## src/rtl/fetch_stage_pkg.sv

```systemverilog
// rtl/fetch_stage_pkg.sv - pipeline slot status types and shared fetch constants
package pipeline_status;
  typedef enum logic [1:0] {
    BUBBLE           = 2'd0,
    VALID            = 2'd1,
    FETCH_MISALIGNED = 2'd2,
    FETCH_FAULT      = 2'd3
  } forwards_t;

  typedef enum logic [1:0] {
    READY = 2'd0,
    STALL = 2'd1,
    JUMP  = 2'd2
  } backwards_t;

  typedef struct packed {
    logic [31:0] instr;
    logic [31:0] pc;
    forwards_t   status;
  } fetch_entry_t;
endpackage

package constants;
  localparam logic [31:0] RESET_ADDRESS = 32'h0000_0000;
  localparam logic [31:0] NOP           = 32'h0000_0013;
endpackage

```

## src/rtl/fetch_stage_if.sv

```systemverilog
// rtl/fetch_stage_if.sv - instruction fetch bus between fetch stage (master) and memory (slave)
interface fetch_stage_if;
  logic        wb_cyc_out;
  logic        wb_stb_out;
  logic [31:0] wb_adr_out;
  logic [31:0] wb_dat_in;
  logic        wb_ack_in;
  logic        wb_err_in;

  modport master (
    output wb_cyc_out, wb_stb_out, wb_adr_out,
    input  wb_dat_in, wb_ack_in, wb_err_in
  );

  modport slave (
    input  wb_cyc_out, wb_stb_out, wb_adr_out,
    output wb_dat_in, wb_ack_in, wb_err_in
  );
endinterface

```

## src/rtl/fetch_skid_buffer.sv

```systemverilog
// rtl/fetch_skid_buffer.sv - one-entry holding slot for a fetch result that arrived during a stall
module fetch_skid_buffer
  import pipeline_status::*;
(
  input  logic         clk,
  input  logic         rst,
  input  logic         clear_i,
  input  logic         push_i,
  input  logic         pop_i,
  input  fetch_entry_t entry_i,
  output logic         valid_o,
  output fetch_entry_t entry_o
);

  logic         valid_q, valid_d;
  fetch_entry_t entry_q, entry_d;

  always_comb begin
    valid_d = valid_q;
    entry_d = entry_q;
    if (clear_i) begin
      valid_d = 1'b0;
    end else if (push_i) begin
      valid_d = 1'b1;
      entry_d = entry_i;
    end else if (pop_i) begin
      valid_d = 1'b0;
    end
  end

  always_ff @(posedge clk) begin
    if (rst) begin
      valid_q <= 1'b0;
      entry_q <= '0;
    end else begin
      valid_q <= valid_d;
      entry_q <= entry_d;
    end
  end

  assign valid_o = valid_q;
  assign entry_o = entry_q;

endmodule

```

## src/rtl/fetch_stage.sv

```systemverilog
// rtl/fetch_stage.sv - instruction fetch stage with skid buffer, redirect squash and fault halt
// Optional FETCH_MISALIGN_CHECK_EN: report misaligned fetch_pc instead of forcing alignment.
module fetch_stage
  import pipeline_status::*;
  import constants::*;
(
  input  logic        clk,
  input  logic        rst,
  fetch_stage_if.master wb,
  output logic [31:0] instruction_reg_out,
  output logic [31:0] program_counter_reg_out,
  output forwards_t   status_forwards_out,
  input  backwards_t  status_backwards_in,
  input  logic [31:0] jump_address_backwards_in
);

  typedef enum logic [1:0] {FETCH, SQUASH, HOLD, HALTED} state_t;

  state_t       state_q, state_d;
  logic [31:0]  fetch_pc_q, fetch_pc_d;
  logic [31:0]  squash_adr_q, squash_adr_d;
  fetch_entry_t out_q, out_d;

  logic         misaligned;
  logic [31:0]  jump_target;
  logic [31:0]  adr_raw;
  logic         bus_req, bus_done, fetching, ack_fetch, err_fetch;
  logic         entry_valid;
  fetch_entry_t entry, bubble_entry;
  logic         skid_push, skid_pop, skid_clear, skid_valid;
  fetch_entry_t skid_entry;

  // SQUASH keeps presenting the abandoned address until the bus answers it
  assign adr_raw = (state_q == SQUASH) ? squash_adr_q : fetch_pc_q;

`ifdef FETCH_MISALIGN_CHECK_EN
  assign misaligned    = (fetch_pc_q[1:0] != 2'b00);
  assign jump_target   = jump_address_backwards_in;
  assign wb.wb_adr_out = adr_raw;
`else
  assign misaligned    = 1'b0;
  assign jump_target   = jump_address_backwards_in & 32'hFFFF_FFFC;
  assign wb.wb_adr_out = adr_raw & 32'hFFFF_FFFC;
`endif

  assign fetching  = (state_q == FETCH) && !misaligned;
  assign bus_req   = fetching || (state_q == SQUASH);
  assign bus_done  = wb.wb_ack_in || wb.wb_err_in;
  assign ack_fetch = fetching && wb.wb_ack_in;
  assign err_fetch = fetching && !wb.wb_ack_in && wb.wb_err_in;

  assign wb.wb_cyc_out = bus_req && !rst;
  assign wb.wb_stb_out = bus_req && !rst;

  assign entry_valid = ack_fetch || err_fetch || ((state_q == FETCH) && misaligned);

  always_comb begin
    entry.pc = fetch_pc_q;
    if (ack_fetch) begin
      entry.instr  = wb.wb_dat_in;
      entry.status = VALID;
    end else if (err_fetch) begin
      entry.instr  = NOP;
      entry.status = FETCH_FAULT;
    end else begin
      entry.instr  = NOP;
      entry.status = FETCH_MISALIGNED;
    end
  end

  assign bubble_entry = '{instr: NOP, pc: out_q.pc, status: BUBBLE};

  always_comb begin
    state_d      = state_q;
    fetch_pc_d   = fetch_pc_q;
    squash_adr_d = squash_adr_q;
    out_d        = out_q;
    skid_push    = 1'b0;
    skid_pop     = 1'b0;
    skid_clear   = 1'b0;

    case (status_backwards_in)
      JUMP: begin
        out_d      = bubble_entry;
        skid_clear = 1'b1;
        fetch_pc_d = jump_target;
        state_d    = FETCH;
        if (bus_req && !bus_done) begin
          state_d = SQUASH;
          if (state_q == FETCH) squash_adr_d = fetch_pc_q;
        end
      end
      STALL: begin
        if (entry_valid) skid_push = 1'b1;
      end
      default: begin
        if (skid_valid) begin
          out_d    = skid_entry;
          skid_pop = 1'b1;
        end else if (entry_valid) begin
          out_d = entry;
        end else begin
          out_d = bubble_entry;
        end
        if (state_q == HOLD) state_d = FETCH;
      end
    endcase

    // A redirect overrides every consequence of a bus response in the same cycle
    if (status_backwards_in != JUMP) begin
      if ((state_q == SQUASH) && bus_done) state_d = FETCH;
      if (ack_fetch) begin
        fetch_pc_d = fetch_pc_q + 32'd4;
        if (status_backwards_in == STALL) state_d = HOLD;
      end
      if (entry_valid && (entry.status != VALID)) state_d = HALTED;
    end
  end

  always_ff @(posedge clk) begin
    if (rst) begin
      state_q      <= FETCH;
      fetch_pc_q   <= RESET_ADDRESS;
      squash_adr_q <= RESET_ADDRESS;
      out_q        <= '{instr: NOP, pc: RESET_ADDRESS, status: BUBBLE};
    end else begin
      state_q      <= state_d;
      fetch_pc_q   <= fetch_pc_d;
      squash_adr_q <= squash_adr_d;
      out_q        <= out_d;
    end
  end

  fetch_skid_buffer u_skid (
    .clk     (clk),
    .rst     (rst),
    .clear_i (skid_clear),
    .push_i  (skid_push),
    .pop_i   (skid_pop),
    .entry_i (entry),
    .valid_o (skid_valid),
    .entry_o (skid_entry)
  );

  assign instruction_reg_out     = out_q.instr;
  assign program_counter_reg_out = out_q.pc;
  assign status_forwards_out     = out_q.status;

endmodule
```

## src/flat_wrapper.sv

```systemverilog
// flat-port wrapper written by rule: the top's interface ports become plain ports
module fetch_stage_flat import pipeline_status::*; import constants::*;
  (clk, rst, instruction_reg_out, program_counter_reg_out, status_forwards_out, status_backwards_in, jump_address_backwards_in, wb_wb_cyc_out, wb_wb_stb_out, wb_wb_adr_out, wb_wb_dat_in, wb_wb_ack_in, wb_wb_err_in);
  fetch_stage_if wb_i ();
  input  logic clk;
  input  logic rst;
  output logic [31:0] instruction_reg_out;
  output logic [31:0] program_counter_reg_out;
  output forwards_t status_forwards_out;
  input  backwards_t status_backwards_in;
  input  logic [31:0] jump_address_backwards_in;
  output wire logic [$bits(wb_i.wb_cyc_out)-1:0] wb_wb_cyc_out;
  output wire logic [$bits(wb_i.wb_stb_out)-1:0] wb_wb_stb_out;
  output wire logic [$bits(wb_i.wb_adr_out)-1:0] wb_wb_adr_out;
  input wire logic [$bits(wb_i.wb_dat_in)-1:0] wb_wb_dat_in;
  input wire logic [$bits(wb_i.wb_ack_in)-1:0] wb_wb_ack_in;
  input wire logic [$bits(wb_i.wb_err_in)-1:0] wb_wb_err_in;
  assign wb_wb_cyc_out = wb_i.wb_cyc_out;
  assign wb_wb_stb_out = wb_i.wb_stb_out;
  assign wb_wb_adr_out = wb_i.wb_adr_out;
  assign wb_i.wb_dat_in = wb_wb_dat_in;
  assign wb_i.wb_ack_in = wb_wb_ack_in;
  assign wb_i.wb_err_in = wb_wb_err_in;
  fetch_stage u_core (.clk(clk), .rst(rst), .wb(wb_i), .instruction_reg_out(instruction_reg_out), .program_counter_reg_out(program_counter_reg_out), .status_forwards_out(status_forwards_out), .status_backwards_in(status_backwards_in), .jump_address_backwards_in(jump_address_backwards_in));
endmodule
```

## config.mk

```make
export PLATFORM = sky130hd
export DESIGN_NAME = fetch_stage_flat
export DESIGN_NICKNAME = d
export VERILOG_FILES = /design/src/rtl/fetch_stage_pkg.sv /design/src/rtl/fetch_stage_if.sv /design/src/rtl/fetch_skid_buffer.sv /design/src/rtl/fetch_stage.sv /design/src/flat_wrapper.sv
export SDC_FILE = /design/constraint.sdc
export NUM_CORES = 1
export LEC_CHECK = 0
export CAP_MARGIN = 0
export CORE_MARGIN = 3
export CORE_UTILIZATION = 50
export DETAILED_ROUTE_END_ITERATION = 16
export PLACE_DENSITY = 0.76
export SYNTH_ARGS = -nofsm -noshare
export SYNTH_HDL_FRONTEND = slang
export SYNTH_SLANG_ARGS = --single-unit
```

## constraint.sdc

```tcl
create_clock -name clk -period 2.72 [get_ports clk]
set_clock_uncertainty 0.2 [all_clocks]
set_input_delay 0.408 -clock clk [delete_from_list [all_inputs] [get_ports clk]]
set_output_delay 0.408 -clock clk [all_outputs]
set_load 0.01 [all_outputs]
```

==> impl_summary.log, run 1 <==
INFO  metric postLayoutCellArea = 0.0116 mm2
INFO  metric routed_via_density = ~5.7
INFO  metric crit-reg2reg-capture = u_core.u_skid.entry_o[35]
INFO  metric layout.cells.most_common_list = sky130_fd_sc_hd__nand2_1 (203), sky130_fd_sc_hd__dfxtp_1 (195), sky130_fd_sc_hd__clkdlybuf4s50_1 (153), sky130_fd_sc_hd__a21oi_1 (135), sky130_fd_sc_hd__nor2_1 (60)
INFO  metric finalHoldViolations = 0
INFO  metric whs_endpoint = u_core.instruction_reg_out[30]
INFO  metric design.die.area = 0.0195 mm2
INFO  metric core_area = between 0.015 and 0.02 mm2
INFO  metric synth.distinct_cells = approximately 50
INFO  metric placement.io_buffers = ~170
INFO  metric synthesis.yosys.warnings = 0
INFO  metric yosys.area.top_type = sky130_fd_sc_hd__dfxtp_1
INFO  metric antenna_violating_nets_post_route = 0
INFO  metric synth.top_cells.by_area = sky130_fd_sc_hd__dfxtp_1 (44%), sky130_fd_sc_hd__nand2_1 (8.5%), sky130_fd_sc_hd__a21oi_1 (7.6%)
INFO  metric finalWorstPathRequiredPeriod = ~2.7 ns
INFO  metric grt-busiest-layer = met2
INFO  metric tritoncts = built
INFO  metric antenna_found_initial = 1
INFO  metric globalRouteMet1Util = 34.1%
INFO  metric crit_path_max_fanout = 5
INFO  metric postSynth.asyncResetShare = 0%
INFO  metric delay_of_the_slowest_cell_on_the_worst_path = about 0.5 ns
INFO  metric fin_hold_ws = around 0.16 ns
INFO  metric finalWirelength = about 25000 um
INFO  metric detail_route.first_pass.iterations = 5
INFO  metric floorplan.initialDensity = ~51%
INFO  metric cellPowerDensity = just under 600 mW/mm2
INFO  metric power.leakage = about 0.0042 uW
INFO  metric mostFrequentLayoutCell = sky130_fd_sc_hd__nand2_1
INFO  metric clock_path_buffers = 2
INFO  metric ports = 170
INFO  metric clk_root_buffer_cell = sky130_fd_sc_hd__clkbuf_16
INFO  metric crit_chain = nor2b_4, buf_4, mux2_2, clkdlybuf4s50_1
INFO  metric timing_max_transition_violations_final = 0
INFO  metric clk_pin_slew_worst_paths = approximately 0.070 ns
INFO  metric num_antenna_cells = 0
INFO  metric synth_edf_count = 0
INFO  metric share_of_cells_above_drive_strength_1 = around a tenth
INFO  metric ys_ff_latch = around 200
INFO  metric dr.first_iter.drc_count = 560
INFO  metric avgSynthCellArea = approximately 8.0 um2
INFO  metric routed_vias = around 8400
INFO  metric setup-violations-final = 0
INFO  metric timing.final.ws_setup = a little under 0.03 ns
INFO  metric tritoncts_num_sinks = roughly 200
INFO  metric yosys.area.top_type_share = between 40% and 50%
INFO  metric globalRoute.totalOverflow = 0
INFO  metric synth_sequential_area_ratio = around 44%
INFO  metric synthToLayoutAreaGrowth = 29.9%
INFO  metric timing_worst_setup_path_type = flip-flop to output port
INFO  metric r2r_slack = about 0.31 ns
INFO  metric synth_flop_cell = sky130_fd_sc_hd__dfxtp_1
INFO  metric grt_max_degree = roughly 150
INFO  metric number_of_core_rows = 48
INFO  metric worst_hold_path.num_cells = 2
INFO  metric min_period_over_period = a little over nine tenths
INFO  metric synth.cell_area = between 0.008 and 0.009 mm2
INFO  metric hold_path.class = primary input to flip-flop
INFO  metric dieHeight = about 140 um
INFO  metric fin_util = ~67%
INFO  metric critPathLaunchType = flip-flop
INFO  metric worst-endpoint-required = roughly 2.1 ns
INFO  metric max_slew_headroom_at_the_worst_pin = a little over half
INFO  metric h-tree-depth = 4
INFO  metric dp_hpwl = 16400 um
INFO  metric detailedPlace.worstSlack = -0.139 ns
INFO  metric hp-start = rst
INFO  metric timing.fmax = ~0.37 GHz
INFO  metric globalRouteMet3Util = under 10%
INFO  metric grt_util_met2 = 41.1%
INFO  metric netlist_instances = roughly 1100
INFO  metric routability_congestion_estimate_from_global_placement = ~0.84
INFO  metric status = finished, final reports clean
INFO  metric worst-slew-pin-transition = between 0.7 and 0.8 ns
INFO  metric first_global_vias = around 8000
INFO  metric clock_latency = between 0.4 and 0.5 ns
INFO  metric tritoncts_buffers = 17
INFO  metric vdd_drop_max = around 0.46 mV
INFO  metric design.final.nets = about 1300
INFO  metric wire_length_of_the_first_global_routing_pass = roughly 40000 um
INFO  metric crit_path_top_delay_cell = sky130_fd_sc_hd__clkdlybuf4s50_1
INFO  metric die_width = ~140 um
INFO  metric dpl-instance-area = 0.0110 mm2
INFO  metric routed_wire_length_per_instance = around 17 um
INFO  metric grt.total_usage = 25.3%
INFO  metric critical_path.reg2reg.startpoint = u_core.state_q[1]
INFO  metric reg2reg_depth = 6
INFO  metric drv_cap = 0
INFO  metric grt_setup_unrepaired = true
INFO  metric critPathCaptureType = output port
INFO  metric drc_errors = 0
INFO  metric timing.critical_path.arrival = around 2.1 ns
## routing by layer
layer  routed length [um]  up-vias
li1                     -     4130
met1                11000     3976
met2                11900      283
met3                 1650       32
met4                  431        2
met5                   14        -
## stage by stage
stage,TNS (ns),cells,total power (uW)
2_1_floorplan,0,1116,3780
3_3_place_gp,-0.740,1445,4340
3_5_place_dp,-1.24,1445,4360
4_1_cts,0,1478,6850
5_1_grt,-0.0328,1478,7070
6_report,0,1478,6820
## Yosys cell counts (25+ instances only)
master,number
sky130_fd_sc_hd__o31ai_1,37
sky130_fd_sc_hd__nand2_1,203
sky130_fd_sc_hd__mux2i_1,33
sky130_fd_sc_hd__nor2_1,62
sky130_fd_sc_hd__dfxtp_1,197
sky130_fd_sc_hd__clkbuf_1,100
sky130_fd_sc_hd__a22oi_1,30
sky130_fd_sc_hd__mux2_2,25
sky130_fd_sc_hd__a21oi_1,135
sky130_fd_sc_hd__nand3_1,39
sky130_fd_sc_hd__inv_1,48
sky130_fd_sc_hd__a211oi_1,43
## state kept, by name (all words and copies together) (netlist names)
name	flops
u_core.u_skid.valid_o	1
u_core.squash_adr_q	30
u_core.instruction_reg_out	32
u_core.state_q	2
u_core.status_forwards_out	2
u_core.fetch_pc_q	32
u_core.u_skid.entry_o	66
u_core.program_counter_reg_out	32
## worst max-delay path, delay by kind of cell (launching register included)
kind,cells,cell delay [ns]
buffers and inverters,2,0.69
DFF,1,0.37
muxes,1,0.35
and+or+nand+nor,1,0.25
## kinds of logic (layout without fill, tap and decap cells)
logic type / after synthesis / count (layout) / share of synthesized area, %
XOR/XNOR: 9 / 9 / 0.881
flip-flops: 197 / 197 / 44.1
other: 1 / 2 / 0.0419
adder cells (fa/ha/maj): 3 / 3 / 0.420
AO/OA/AOI/OAI: 293 / 293 / 20.8
AND/OR/NAND/NOR: 390 / 390 / 19.8
buffers and inverters: 164 / 301 / 7.16
multiplexers: 58 / 58 / 6.84
## repair_timing
item,4_1_cts,5_1_grt
hold buffers,0,0
setup buffers,1,0
endpoints found under the setup margin,23,18
resized for setup,1,12
## final cells by class
cell class              count  area, um2
multi-input cells         755       4400
repair buffers            220       2220
flip-flops and latches    197       3950
well taps                 225        282
clock buffers              17        425
fillers                  1484       5790
clock inverters            15        165
inverters                  49        184
## how the worst max path moves through the flow
stage,start,endpoint,slack (ns),depth (start not counted)
final,u_core.state_q[0],wb_wb_adr_out[3],0.03,4
after CTS,u_core.state_q[0],wb_wb_adr_out[29],0.01,4
after floorplan,u_core.state_q[1],u_core.fetch_pc_q[25],0.37,6
after global placement,wb_wb_ack_in,u_core.fetch_pc_q[25],-0.12,6
after global routing,u_core.state_q[0],wb_wb_adr_out[3],-0.008,4
after detailed placement,wb_wb_ack_in,u_core.fetch_pc_q[21],-0.14,5
## power by group
group	leakage (uW)	switching, uW	internal (uW)
sequential	0.00161	127	3020
clock	0.000283	1220	1310
combinational	0.00231	583	565
total	0.00420	1930	4890
No activity file was read; power rests on OpenSTA's default activity.
==> run 2: changes to the inputs <==
--- a/config.mk
+++ b/config.mk
@@ -7,9 +7,9 @@
 export LEC_CHECK = 0
 export CAP_MARGIN = 0
 export CORE_MARGIN = 3
-export CORE_UTILIZATION = 50
+export CORE_UTILIZATION = 52
 export DETAILED_ROUTE_END_ITERATION = 16
-export PLACE_DENSITY = 0.76
+export PLACE_DENSITY = 0.79
 export SYNTH_ARGS = -nofsm -noshare
 export SYNTH_HDL_FRONTEND = slang
 export SYNTH_SLANG_ARGS = --single-unit
==> run 2 against run 1 <==
Global-route usage is 0.97 points higher. Setup slack better by 0.0094 ns. Total power is 1.0% lower. Critical path depth is 1 higher. Worst hold slack better by 0.094 ns. Critical path type unchanged. Largest cell class unchanged. Largest power group unchanged.
==> impl_summary.log, run 2 (synthesis results as in run 1) <==
INFO  metric design.final.nets = approximately 1300
INFO  metric dpl-instance-area = roughly 0.011 mm2
INFO  metric final_cell_count_no_fill = roughly 1500
INFO  metric drv_cap = 0
INFO  metric h-tree-depth = 4
INFO  metric fin_hold_ws = 0.255 ns
INFO  metric globalRouteMet3Util = under 10%
INFO  metric timing_max_transition_violations_final = 0
INFO  metric whs_endpoint = u_core.squash_adr_q[25]
INFO  metric grt_max_degree = 77
INFO  metric routed_vias = 8467
INFO  metric hp-start = u_core.squash_adr_q[25]
INFO  metric routability_congestion_estimate_from_global_placement = 0.845
INFO  metric largest_register_ff_count = 66
INFO  metric critPathTopFamily = buffers and inverters
INFO  metric globalRouteMet1Util = around 36%
INFO  metric tritoncts = built
INFO  metric reg2reg_depth = 6
INFO  metric timing.critical_path.arrival = ~2.1 ns
INFO  metric number_of_core_rows = 47
INFO  metric detail_route.first_pass.iterations = 7
INFO  metric finalWirelength = approximately 25000 um
INFO  metric drc_errors = 0
INFO  metric antenna_violating_nets_post_route = 0
INFO  metric clk_root_buffer_cell = sky130_fd_sc_hd__clkbuf_16
INFO  metric multi_input_area = between 0.004 and 0.005 mm2
INFO  metric worst_hold_path.num_cells = 2
INFO  metric floorplan.initialDensity = a little over half
INFO  metric finalWorstPathRequiredPeriod = 2.68 ns
INFO  metric fillers = 1349
INFO  metric critical_path.n_buffers_inverters = 3
INFO  metric register_area = approximately 0.0040 mm2
INFO  metric grt-busiest-layer = met2
INFO  metric critPathCaptureType = output port
INFO  metric r2r_slack = approximately 0.34 ns
INFO  metric clock_path_buffers = 2
INFO  metric crit-reg2reg-capture = u_core.u_skid.entry_o[38]
INFO  metric first_global_vias = ~7800
INFO  metric tritoncts_num_sinks = between 150 and 200
INFO  metric delay_of_the_slowest_cell_on_the_worst_path = approximately 0.48 ns
INFO  metric setup-violations-final = 0
INFO  metric core_area = between 0.015 and 0.02 mm2
INFO  metric dr.first_iter.drc_count = 651
INFO  metric share_of_cells_above_drive_strength_1 = roughly 11%
INFO  metric critical_path.reg2reg.startpoint = u_core.state_q[1]
INFO  metric overall_power = between 6000 and 7000 uW
INFO  metric grt_util_met2 = about two fifths
INFO  metric hold_path.class = flip-flop to flip-flop
INFO  metric power.leakage = around 0.0043 uW
INFO  metric ports = 170
INFO  metric worst-slew-pin-transition = between 0.7 and 0.8 ns
INFO  metric cts_hold_buffers = 0
INFO  metric postLayoutCellArea = around 0.012 mm2
INFO  metric mostFrequentLayoutCell = sky130_fd_sc_hd__nand2_1
INFO  metric max_slew_headroom_at_the_worst_pin = a little under half
INFO  metric dp_hpwl = around 16000 um
INFO  metric clk_pin_slew_worst_paths = around 0.080 ns
INFO  metric cellPowerDensity = slightly below 600 mW/mm2
INFO  metric vdd_drop_max = about 0.54 mV
INFO  metric placement.io_buffers = between 150 and 200
INFO  metric routed_wire_length_per_instance = approximately 17 um
INFO  metric crit_chain = nor2b_4, buf_12, buf_4, mux2_2, clkdlybuf4s50_1
INFO  metric wire_length_of_the_first_global_routing_pass = 39600 um
INFO  metric dp.cells = approximately 1400
INFO  metric status = finished, final reports clean
INFO  metric finalSetupTns = 0 ns
INFO  metric crit_path_max_fanout = 6
INFO  metric share_seq_of_total_power = 46.7%
INFO  metric sw_frac_of_total = approximately 28%
INFO  metric clock_latency = between 0.4 and 0.5 ns
INFO  metric dieHeight = around 140 um
INFO  metric crit_path_top_delay_cell = sky130_fd_sc_hd__clkdlybuf4s50_1
INFO  metric die_width = roughly 140 um
INFO  metric finalHoldViolations = 0
INFO  metric design.die.area = around 0.019 mm2
INFO  metric layout.cells.most_common_list = sky130_fd_sc_hd__nand2_1 (203), sky130_fd_sc_hd__dfxtp_1 (194), sky130_fd_sc_hd__clkdlybuf4s50_1 (150), sky130_fd_sc_hd__a21oi_1 (135), sky130_fd_sc_hd__nor2_1 (60)
INFO  metric synthToLayoutAreaGrowth = 30.4%
INFO  metric timing.fmax = approximately 0.37 GHz
INFO  metric globalRoute.totalOverflow = 0
INFO  metric worst-endpoint-required = approximately 2.1 ns
INFO  metric timing_worst_setup_path_type = flip-flop to output port
INFO  metric min_period_over_period = ~99%
INFO  metric grt.total_usage = a little over a quarter
INFO  metric power.clock.fraction = between 30% and 40%
INFO  metric combPwrFrac = ~17%
INFO  metric p_sw = between 1500 and 2000 uW
INFO  metric antenna_found_initial = 0
INFO  metric tritoncts_buffers = 17
INFO  metric intPower = around 4800 uW
INFO  metric critPathLaunchType = flip-flop
INFO  metric num_antenna_cells = 0
INFO  metric routed_via_density = approximately 5.7
## run 2: final cells by class
class,instances,share of cell area (%)
inverters,49,1.58
repair buffers,224,19.6
well taps,220,2.36
multi-input cells,755,37.7
clock buffers,18,3.76
flip-flops and latches,197,33.9
clock inverters,14,1.16
## run 2: stage by stage
stage / setup slack (ns) / utilization, %
finish: 0.0384 / 69.9
global route: -0.0141 / 69.9
CTS: 0.0349 / 69.1
detailed placement: -0.142 / 65.7
global placement: -0.119 / 65.7
floorplan: 0.374 / -
## run 2: what timing repair did
action / 4_1_cts / 5_1_grt
cloned: 0 / 3
setup endpoints to repair: 25 / 26
setup buffers: 1 / 1
resized for setup: 1 / 21
## run 2: power by group through the flow
stage / Sequential (uW) / Combinational [uW] / Clock [uW]
after floorplan: 3200 / 589 / 0
after global placement: 3210 / 1120 / 0
after detailed placement: 3210 / 1130 / 0
after CTS: 3150 / 1140 / 2480
after global routing: 3170 / 1260 / 2620
final: 3150 / 1160 / 2440
## run 2: metal layers
layer / share of wire (%) / vias up / routed length (um)
li1: - / 4143 / -
met1: 44 / 4007 / 11000
met2: 48 / 272 / 11800
met3: 5.3 / 45 / 1320
met4: 2.4 / 0 / 594
met5: 0 / - / 0
## run 2: worst max-delay path by stage
| stage | startpoint | endpoint | slack [ns] | cells after the start |
|---|---|---|---|---|
| after floorplan | u_core.state_q[1] | u_core.fetch_pc_q[25] | 0.37 | 6 |
| after global placement | wb_wb_ack_in | u_core.fetch_pc_q[25] | -0.12 | 6 |
| after detailed placement | wb_wb_ack_in | u_core.fetch_pc_q[13] | -0.14 | 6 |
| after CTS | u_core.state_q[0] | wb_wb_adr_out[13] | 0.03 | 4 |
| after global routing | u_core.state_q[0] | wb_wb_adr_out[5] | -0.01 | 5 |
| final | u_core.state_q[0] | wb_wb_adr_out[9] | 0.04 | 5 |
## run 2: worst reg2reg max path, stage by stage, from the launching register on
cell and delay [ns]:
sky130_fd_sc_hd__dfxtp_2 0.36, sky130_fd_sc_hd__buf_4 0.15, sky130_fd_sc_hd__or2_2 0.36, sky130_fd_sc_hd__or4b_2 0.69
sky130_fd_sc_hd__buf_12 0.22, sky130_fd_sc_hd__nor3_1 0.19, sky130_fd_sc_hd__nor3_1 0.06
==> run 3: changes to the inputs <==
--- a/config.mk
+++ b/config.mk
@@ -5,11 +5,13 @@
 export SDC_FILE = /design/constraint.sdc
 export NUM_CORES = 1
 export LEC_CHECK = 0
+export ABC_AREA = 1
 export CAP_MARGIN = 0
 export CORE_MARGIN = 3
-export CORE_UTILIZATION = 52
+export CORE_UTILIZATION = 53
 export DETAILED_ROUTE_END_ITERATION = 16
-export PLACE_DENSITY = 0.79
+export PLACE_DENSITY = 0.8
 export SYNTH_ARGS = -nofsm -noshare
 export SYNTH_HDL_FRONTEND = slang
 export SYNTH_SLANG_ARGS = --single-unit
+export TNS_END_PERCENT = 10
==> run 3 against run 2 <==
Clock power is essentially flat. Global-route usage grew 1.3 points. Critical path depth is the same. Total power grew 3.9%. Wire length grew 5.3%. Worst hold slack lost 0.0072 ns. Core utilization shrank 1.2 points. Die area grew 0.26%. Sequential cell count is the same. First-iteration DRC count grew 20%. Synthesized area grew 2.2%. Critical path type unchanged.
==> impl_summary.log, run 3 <==
INFO  metric min_period_over_period = between 90% and 100%
INFO  metric final_cell_count_no_fill = 1682
INFO  metric wire_length_of_the_first_global_routing_pass = between 40000 and 50000 um
INFO  metric placement.io_buffers = ~170
INFO  metric routability_congestion_estimate_from_global_placement = 0.997
INFO  metric ports = 170
INFO  metric floorplan.initialDensity = a little over half
INFO  metric design.die.area = 0.0189 mm2
INFO  metric finalWirelength = 26100 um
INFO  metric timing.critical_path.arrival = ~2 ns
INFO  metric worst-endpoint-required = between 2 and 2.5 ns
INFO  metric antenna_found_initial = 0
INFO  metric yosys.area.top_type_share = a little over two fifths
INFO  metric synth_edf_count = 0
INFO  metric share_of_cells_above_drive_strength_1 = under 10%
INFO  metric avgSynthCellArea = just under 7 um2
INFO  metric first_global_vias = roughly 8400
INFO  metric grt.total_usage = between 20% and 30%
INFO  metric dieHeight = 137 um
INFO  metric h-tree-depth = 4
INFO  metric reg2reg_depth = 8
INFO  metric grt_setup_unrepaired = false
INFO  metric synthToLayoutAreaGrowth = 25.9%
INFO  metric die_width = 137 um
INFO  metric vdd_drop_max = 0.471 mV
INFO  metric setup-violations-final = 0
INFO  metric timing_worst_setup_path_type = flip-flop to output port
INFO  metric cts_hold_buffers = 0
INFO  metric dp.cells = between 1500 and 2000
INFO  metric routed_via_density = approximately 5.5
INFO  metric number_of_core_rows = 47
INFO  metric synth_flop_cell = sky130_fd_sc_hd__dfxtp_1
INFO  metric synth_sequential_area_ratio = between 40% and 50%
INFO  metric yosys.area.top_type = sky130_fd_sc_hd__dfxtp_1
INFO  metric status = finished, final reports clean
INFO  metric synth.cells.most_frequent = sky130_fd_sc_hd__nand2_1 (254), sky130_fd_sc_hd__dfxtp_1 (197), sky130_fd_sc_hd__o21ai_0 (191)
INFO  metric finalWorstPathRequiredPeriod = between 2 and 3 ns
INFO  metric synth.cell_area = 0.00915 mm2
INFO  metric postSynth.asyncResetShare = 0%
INFO  metric detail_route.first_pass.iterations = 6
INFO  metric clk_root_buffer_cell = sky130_fd_sc_hd__clkbuf_16
INFO  metric hold_path.class = flip-flop to flip-flop
INFO  metric critPathLaunchType = flip-flop
INFO  metric tritoncts_num_sinks = approximately 200
INFO  metric timing.fmax = 0.383 GHz
INFO  metric routed_wire_length_per_instance = between 15 and 20 um
INFO  metric routed_vias = 9200
INFO  metric netlist_instances = about 1300
INFO  metric grt_max_degree = approximately 70
INFO  metric worst_hold_path.num_cells = 2
INFO  metric hp-start = u_core.squash_adr_q[2]
INFO  metric post-cts-setup-buffer-count = 0
INFO  metric tritoncts = built
INFO  metric worstSetupStartpoint = u_core.state_q[1]
INFO  metric antenna_violating_nets_post_route = 0
INFO  metric synth_most_common_cell = sky130_fd_sc_hd__nand2_1
INFO  metric clock_path_buffers = 2
INFO  metric drv_cap = 0
INFO  metric layout.cells.most_common_list = sky130_fd_sc_hd__nand2_1 (253), sky130_fd_sc_hd__dfxtp_1 (194), sky130_fd_sc_hd__o21ai_0 (191), sky130_fd_sc_hd__nor2_1 (167), sky130_fd_sc_hd__clkdlybuf4s50_1 (160)
INFO  metric synth.distinct_cells = 32
INFO  metric mostFrequentLayoutCell = sky130_fd_sc_hd__nand2_1
INFO  metric max_slew_headroom_at_the_worst_pin = 44.7%
INFO  metric clock_latency = about 0.44 ns
INFO  metric dp_hpwl = 17400 um
INFO  metric crit_path_max_fanout = 21
INFO  metric drc_errors = 0
INFO  metric synth.top_cells.by_area = sky130_fd_sc_hd__dfxtp_1 (43%), sky130_fd_sc_hd__o21ai_0 (10%), sky130_fd_sc_hd__nand2_1 (10%)
INFO  metric critPathCaptureType = output port
INFO  metric overall_power = around 7000 uW
INFO  metric core_area = between 0.015 and 0.02 mm2
INFO  metric fillers = between 1000 and 1500
INFO  metric power.leakage = 0.00451 uW
INFO  metric dr.first_iter.drc_count = 782
INFO  metric synthesis.yosys.warnings = 0
INFO  metric globalRoute.totalOverflow = 0
INFO  metric num_antenna_cells = 0
INFO  metric critical_path.reg2reg.startpoint = u_core.fetch_pc_q[3]
INFO  metric largest_register_ff_count = 66
INFO  metric timing_max_transition_violations_final = 0
INFO  metric cellPowerDensity = about 610 mW/mm2
INFO  metric ys_ff_latch = between 150 and 200
INFO  metric tritoncts_buffers = 17
INFO  metric worst-slew-pin-transition = 0.828 ns
INFO  metric finalHoldViolations = 0
INFO  metric clk_pin_slew_worst_paths = roughly 0.070 ns
INFO  metric design.final.nets = about 1500
==> run 3: kinds of logic after synthesis <==
| kind of cell | share of synthesized area [%] |
|---|---|
| compound gates | 24.5 |
| other cells | 0.0410 |
| buf+inv | 10.8 |
| simple gates | 21.1 |
| fa+ha+maj | 0.410 |
| flops | 43.1 |
==> run 3: final timing paths <==
| kind | end | slack, ns |
|---|---|---|
| min reg2reg | u_core.squash_adr_q[2] | 0.25 |
| max reg2reg | u_core.fetch_pc_q[18] | 0.56 |
| max | wb_wb_adr_out[27] | 0.11 |
| min | u_core.squash_adr_q[2] | 0.25 |
==> run 3: repair_timing <==
action,in CTS,in global routing
setup endpoints to repair,18,23
resized for setup,2,8
pin swaps,0,0
==> run 3: report_power, final <==
| part | internal, uW | switching (uW) | total, uW | leakage, uW |
|---|---|---|---|---|
| Sequential | 3100 | 176 | 3280 | 0.00161 |
| Combinational | 602 | 717 | 1320 | 0.00263 |
| Clock | 1210 | 1210 | 2420 | 0.000271 |
| Total | 4910 | 2100 | 7010 | 0.00451 |
==> run 3: metrics by stage <==
step,area (um2),TNS (ns),hold slack [ns],util [%],setup WS (ns)
2_1_floorplan,9150,0,0.225,-,0.874
3_3_place_gp,10900,0,0.231,65.2,0.153
3_5_place_dp,10900,0,0.236,65.2,0.0850
4_1_cts,11500,-0.00865,0.247,68.5,-0.00865
5_1_grt,11500,0,0.270,68.7,0.0248
6_report,11500,0,0.247,68.7,0.107
==> run 3: routing by layer <==
layer | up-vias | track usage (%) | wire length [um]
met1 | 4242 | 35.9 | 11400
met5 | - | 0 | 0
met3 | 37 | 6.32 | 2050
met4 | 0 | 10.0 | 548
li1 | 4586 | - | -
met2 | 335 | 44.7 | 12100
==> run 3: area by class of cell <==
| cell class | count | area, um2 | area share [%] |
|---|---|---|---|
| clock buffer | 17 | 425 | 3.70 |
| multi-input combinational | 900 | 4230 | 36.8 |
| inverter | 135 | 508 | 4.41 |
| tap | 220 | 275 | 2.39 |
| clock inverter | 15 | 136 | 1.18 |
| sequential | 197 | 3950 | 34.3 |
| timing repair buffer | 198 | 1980 | 17.2 |
==> run 3: critical path, stage by stage (launching register included) <==
cell                              delay, ns
sky130_fd_sc_hd__dfxtp_2               0.35
sky130_fd_sc_hd__inv_1                 0.09
sky130_fd_sc_hd__nand2_2               0.11
sky130_fd_sc_hd__buf_6                 0.19
sky130_fd_sc_hd__o21ai_0               0.24
sky130_fd_sc_hd__clkdlybuf4s50_1       0.58
